`src/rtl/decoder_pkg.sv`:
```
// ============================================================================
// decoder_pkg : shared types for the decoder request path
// Rev 1.0
// ============================================================================
`default_nettype none

package decoder_pkg;

   localparam int c_dec_addr_w = 4;
   localparam int c_dec_data_w = 32;
   localparam int c_dec_len_w  = 3;

   typedef enum logic [0:0] {
      IDLE  = 1'b0,
      ISSUE = 1'b1
   } seq_state_t;

   typedef struct packed {
      logic [c_dec_addr_w-1:0] addr;
      logic [c_dec_data_w-1:0] data;
      logic [c_dec_len_w-1:0]  len;
   } dec_req_t;

endpackage

`default_nettype wire

```
`src/rtl/sync_fifo.sv`:
```
// ============================================================================
// sync_fifo : generic single-clock FIFO, head visible combinationally on rdata
// Rev 1.0
// ============================================================================
`default_nettype none

module sync_fifo #(
   parameter int DEPTH = 4,
   parameter int WIDTH = 8
) (
   input  logic                       clk,
   input  logic                       rst,
   input  logic                       push,
   input  logic                       pop,
   input  logic [WIDTH-1:0]           wdata,
   output logic [WIDTH-1:0]           rdata,
   output logic [$clog2(DEPTH):0]     count,
   output logic                       full,
   output logic                       empty
);

   localparam int c_ptr_w = $clog2(DEPTH);
   localparam int c_cnt_w = $clog2(DEPTH) + 1;

   logic [WIDTH-1:0]   r_mem [DEPTH];
   logic [c_ptr_w-1:0] r_wr_ptr;
   logic [c_ptr_w-1:0] r_rd_ptr;
   logic [c_cnt_w-1:0] r_count;
   logic               w_do_push;
   logic               w_do_pop;

   assign full      = (r_count == c_cnt_w'(DEPTH));
   assign empty     = (r_count == '0);
   assign count     = r_count;
   assign rdata     = r_mem[r_rd_ptr];
   assign w_do_push = push && !full;
   assign w_do_pop  = pop && !empty;

   // Storage carries no reset; only pointers and occupancy define validity.
   always_ff @(posedge clk) begin
      if (w_do_push) begin
         r_mem[r_wr_ptr] <= wdata;
      end
   end

   always_ff @(posedge clk or posedge rst) begin
      if (rst) begin
         r_wr_ptr <= '0;
         r_rd_ptr <= '0;
         r_count  <= '0;
      end else begin
         if (w_do_push) begin
            r_wr_ptr <= r_wr_ptr + c_ptr_w'(1);
         end
         if (w_do_pop) begin
            r_rd_ptr <= r_rd_ptr + c_ptr_w'(1);
         end
         if (w_do_push && !w_do_pop) begin
            r_count <= r_count + c_cnt_w'(1);
         end else if (w_do_pop && !w_do_push) begin
            r_count <= r_count - c_cnt_w'(1);
         end
      end
   end

endmodule

`default_nettype wire

```
`src/rtl/decoder_req_sequencer.sv`:
```
// ============================================================================
// decoder_req_sequencer : queues write requests and expands each into
// single-cycle decoder beats, one per cycle, holding on dec_stall.
// Rev 1.0
// ============================================================================
`default_nettype none

module decoder_req_sequencer
   import decoder_pkg::*;
#(
   parameter int ADDR_W     = c_dec_addr_w,
   parameter int DATA_W     = c_dec_data_w,
   parameter int FIFO_DEPTH = 4,
   parameter int LEN_W      = c_dec_len_w
) (
   input  logic                          clk,
   input  logic                          rst,
   input  logic                          req_valid,
   output logic                          req_ready,
   input  logic [ADDR_W-1:0]             req_addr,
   input  logic [DATA_W-1:0]             req_data,
   input  logic [LEN_W-1:0]              req_len,
   output logic                          dec_en,
   output logic [ADDR_W-1:0]             dec_addr,
   output logic [DATA_W-1:0]             dec_data,
   input  logic                          dec_stall,
   output logic                          busy,
   output logic [$clog2(FIFO_DEPTH):0]   fifo_count
);

   dec_req_t                 w_push_req;
   dec_req_t                 w_head;
   logic                     w_push;
   logic                     w_pop;
   logic                     w_full;
   logic                     w_empty;

   seq_state_t               r_state;
   seq_state_t               w_state_nxt;
   logic [ADDR_W-1:0]        r_addr;
   logic [ADDR_W-1:0]        w_addr_nxt;
   logic [DATA_W-1:0]        r_data;
   logic [DATA_W-1:0]        w_data_nxt;
   logic [LEN_W-1:0]         r_rem;
   logic [LEN_W-1:0]         w_rem_nxt;

   assign w_push_req = '{addr: req_addr, data: req_data, len: req_len};
   assign req_ready  = !w_full && !rst;
   assign w_push     = req_valid && req_ready;

   sync_fifo #(
      .DEPTH (FIFO_DEPTH),
      .WIDTH ($bits(dec_req_t))
   ) u_fifo (
      .clk   (clk),
      .rst   (rst),
      .push  (w_push),
      .pop   (w_pop),
      .wdata (w_push_req),
      .rdata (w_head),
      .count (fifo_count),
      .full  (w_full),
      .empty (w_empty)
   );

   always_ff @(posedge clk or posedge rst) begin
      if (rst) begin
         r_state <= IDLE;
         r_addr  <= '0;
         r_data  <= '0;
         r_rem   <= '0;
      end else begin
         r_state <= w_state_nxt;
         r_addr  <= w_addr_nxt;
         r_data  <= w_data_nxt;
         r_rem   <= w_rem_nxt;
      end
   end

   // Popping on the final accepted beat keeps back-to-back requests bubble-free.
   always_comb begin
      w_state_nxt = r_state;
      w_addr_nxt  = r_addr;
      w_data_nxt  = r_data;
      w_rem_nxt   = r_rem;
      w_pop       = 1'b0;
      case (r_state)
         IDLE: begin
            if (!w_empty) begin
               w_pop       = 1'b1;
               w_addr_nxt  = w_head.addr;
               w_data_nxt  = w_head.data;
               w_rem_nxt   = w_head.len;
               w_state_nxt = ISSUE;
            end
         end
         ISSUE: begin
            if (!dec_stall) begin
               if (r_rem != '0) begin
                  w_addr_nxt = r_addr + ADDR_W'(1);
                  w_rem_nxt  = r_rem - LEN_W'(1);
               end else if (!w_empty) begin
                  w_pop      = 1'b1;
                  w_addr_nxt = w_head.addr;
                  w_data_nxt = w_head.data;
                  w_rem_nxt  = w_head.len;
               end else begin
                  w_state_nxt = IDLE;
               end
            end
         end
         default: w_state_nxt = IDLE;
      endcase
   end

   assign dec_en   = (r_state == ISSUE);
   assign dec_addr = r_addr;
   assign dec_data = r_data;
   assign busy     = (r_state == ISSUE) || (fifo_count != '0);

endmodule

`default_nettype wire
```
`config.mk`:
```
export PLATFORM = sky130hd
export DESIGN_NAME = decoder_req_sequencer
export DESIGN_NICKNAME = d
export VERILOG_FILES = /design/src/rtl/decoder_pkg.sv /design/src/rtl/sync_fifo.sv /design/src/rtl/decoder_req_sequencer.sv
export SDC_FILE = /design/constraint.sdc
export NUM_CORES = 1
export LEC_CHECK = 0
export BUFFER_PORTS_ARGS = -buffer_cell sky130_fd_sc_hd__buf_2
export CORE_MARGIN = 10
export CORE_UTILIZATION = 58
export DETAILED_ROUTE_END_ITERATION = 12
export GPL_TIMING_DRIVEN = 0
export PLACE_DENSITY_LB_ADDON = 0.25
export SYNTH_ARGS = -nofsm -noshare
export SYNTH_HDL_FRONTEND = slang
export SYNTH_HIERARCHICAL = 1
export SYNTH_SLANG_ARGS = --single-unit
export TNS_END_PERCENT = 1
```
`constraint.sdc`:
```
create_clock -name clk -period 3.5 [get_ports clk]
set_clock_uncertainty 0.1 [all_clocks]
set_input_delay 0.7 -clock clk [delete_from_list [all_inputs] [get_ports clk]]
set_output_delay 0.7 -clock clk [all_outputs]
set_load 0.1 [all_outputs]
```
==> results.sh <==
export IMPL_slew_headroom=0.2309
export IMPL_antenna_left=0
export IMPL_design_area_sq_um=9206
export IMPL_crit_slowest_cell="nor3_2"
export IMPL_fin_ws_ns=0.3100
export IMPL_wl_per_cell_microns=21.15
export IMPL_worst_slew_pin_slew_ns=1.154
export IMPL_netlist_area_sq_um=7883
export IMPL_hp_class="primary input to async pin"
export IMPL_pre_cts_slack_ns=-0.1034
export IMPL_status="completed"
export IMPL_chipHeight_microns=136.6
export IMPL_gp_congestion=0.7793
export IMPL_crit_chain="nor3_2 > inv_1 > nand2_2 > inv_2 > buf_6 > nand2b_1 > ha_1 > inv_1 > fa_1 > xor2_1 > nor2_1 > xor2_1"
export IMPL_fin_cells=668
export IMPL_drtIter0Drc=273
export IMPL_yosysWarnings=6
export IMPL_period_needed_ns=3.190
export IMPL_grt_remaining_overflow=0
export IMPL_place_hpwl_microns=8616
export IMPL_cts_root_buffer="clkbuf_16"
export IMPL_yosys_area_top_type_share=0.5943
export IMPL_yosys_area_top_type="edfxtp_1"
export IMPL_grt_max_degree=40
export IMPL_critical_path_startpoint="u_fifo/count[0]"
export IMPL_grt_pass1_wl_microns=22340
export IMPL_grt_pass1_vias=4045
export IMPL_ys_ff_latch=203
export IMPL_crit_arrival_ns=3.49
export IMPL_worstPathRequired_ns=3.80
export IMPL_grt_use_total=0.1547
export IMPL_drc=0
export IMPL_postCtsSetupRepairBufs=0
export IMPL_hold_violations=0
export IMPL_ys_seq_area_frac=0.7435
export IMPL_synthTopCellsByArea="edfxtp_1 59%, dfrtp_1 15%, mux4_2 11%, mux2_2 4.0%, ha_1 1.3%"
export IMPL_core_sq_um=13300
export IMPL_synthCells=368
export IMPL_num_fill_cells=843
export IMPL_drtPass1Iterations=4
export IMPL_nNetsFinal=528
export IMPL_post_route_period_util=0.9114
export IMPL_slowest_delay_ns=0.58
export IMPL_start_kind="flop"
export IMPL_path_max_fanout=11
export IMPL_worstRegToRegCells=12
export IMPL_dr_max_layer_used="met4"
export IMPL_setup_viol=0
export IMPL_clkLatencyLatePin_ns=0.48
export IMPL_cts_sinks=203
export IMPL_slew_viol_final=0
export IMPL_std_cell_rows=42
export IMPL_drv_cap=0
export IMPL_avgSynthCellArea_sq_um=21.42
export IMPL_die_x_microns=136.6
export IMPL_synthArstFlopShare=0.2315
export IMPL_wl_met1_microns=5797
export IMPL_htree_levels=1
export IMPL_finalWirelength_microns=14130
export IMPL_cts_tree="yes"
export IMPL_rrSetupSlack_ns=0.31
export IMPL_final_common_cell="edfxtp_1"
export IMPL_portBuffers=84
export IMPL_cts_buffer_depth=3
export IMPL_setup_worst_path_end_class="flop"
export IMPL_synth_distinct_cells=48
export IMPL_placed_cell_area_sq_um=8556
export IMPL_drive_gt1_frac=0.4297
export IMPL_dr_wl_met2_microns=7230
export IMPL_numCtsBuffers=21
export IMPL_post_place_cells=629
export IMPL_ios=85
export IMPL_synth_edff_count=156
export IMPL_crit_type="flop to flop"
export IMPL_met3WireLength_microns=941
export IMPL_via_count=3730
export IMPL_maxClockFrequency_ghz=0.3135
export IMPL_r2r_start="u_fifo/count[0]"
export IMPL_die_area_sq_um=18650
export IMPL_synthToLayoutAreaGrowth_pct=16.79
export IMPL_via_per_inst=5.584
export IMPL_clkTransAtPathRegs_ns=0.06
export IMPL_worstReg2RegEnd="u_fifo/count[2]"
export IMPL_finish_utilization=0.6925
export IMPL_rsz0062_at_grt="false"
export IMPL_start_util=0.5929
export IMPL_antenna_found_initial=2
export IMPL_syn_num_nets=420
export IMPL_final_cell_mix="156 x edfxtp_1, 88 x buf_2, 47 x dfrtp_1"
export IMPL_synth_ff_type="edfxtp_1"
## routing by layer
layer,vias to the layer above,global-route usage
met3,12,0.03886
met5,-,0
met4,0,0.03669
met2,100,0.2539
li1,1688,-
met1,1930,0.2044
## worst max path at each step
stage,end,slack (ns),cells past startpoint
2_1_floorplan,u_fifo/count[2],0.21,11
3_3_place_gp,u_fifo/count[2],0.03,12
3_5_place_dp,u_fifo/count[2],-0.10,12
4_1_cts,u_fifo/count[2],0.29,12
5_1_grt,u_fifo/count[2],0.14,12
6_report,u_fifo/count[2],0.31,12
## worst max-delay path: cells and delay by family, from the launching register on
| family | cells | cell delay (ns) |
|---|---|---|
| fa+ha+maj | 2 | 0.58 |
| buf+inv | 4 | 0.62 |
| simple gates | 4 | 1.01 |
| flops | 1 | 0.48 |
| xor+xnor | 2 | 0.30 |
## sequential cells by signal (all words and copies together) (netlist names)
signal / cells
u_fifo/count: 3
r_rem: 3
u_fifo/r_rd_ptr: 2
dec_data: 32
u_fifo/r_wr_ptr: 2
dec_en: 1
dec_addr: 4
u_fifo/r_mem: 156
## timing repair
action / 4_1_cts / 5_1_grt
hold buffers: 0 / 0
gates resized for setup: 1 / 0
setup endpoints to repair: 2 / 0
## layout make-up
cell class                      instances  area [sq um]  area share
Sequential cell                       203          5861      0.6366
Multi-Input combinational cell        141          1831      0.1988
Clock buffer                           33         590.6     0.06415
Timing Repair Buffer                   85         440.4     0.04784
Tap cell                              176         220.2     0.02392
Buffer                                 15         175.2     0.01903
Clock inverter                          5         52.55    0.005708
Inverter                                9         33.78    0.003669
Antenna cell                            1         2.502   0.0002718
## cells by family after synthesis
group,after synthesis,synth area share
adders and majority gates,9,0.01524
AOI/OAI and AO/OA,20,0.01794
DFF,203,0.7435
and+or+nand+nor,32,0.02794
muxes,74,0.1622
buffers and inverters,24,0.02651
xor gates and xnor gates,6,0.006667
## stage by stage
stage          setup TNS (ns)  hold WS [ns]
6_report                    0       0.09781
5_1_grt                     0        0.1071
4_1_cts                     0       0.08737
3_5_place_dp          -0.1847        0.3747
3_3_place_gp                0        0.3698
2_1_floorplan               0        0.3466
## synthesized netlist by cell type (2+ instances only)
cell type / count
a21oi_1: 5
and2_1: 6
buf_12: 4
buf_2: 4
buf_6: 6
dfrtp_1: 47
edfxtp_1: 156
ha_1: 8
inv_1: 8
mux2_1: 5
mux2_2: 28
mux4_2: 38
nand2_1: 3
nand2b_1: 3
nand3_1: 2
nor2_1: 4
o21ai_0: 3
o21bai_1: 2
o221a_2: 2
o31ai_1: 2
xnor2_1: 4
xor2_1: 2
Power is not shown: default switching activity piles up to over one toggle a cycle in this logic, so the estimate is an artifact.
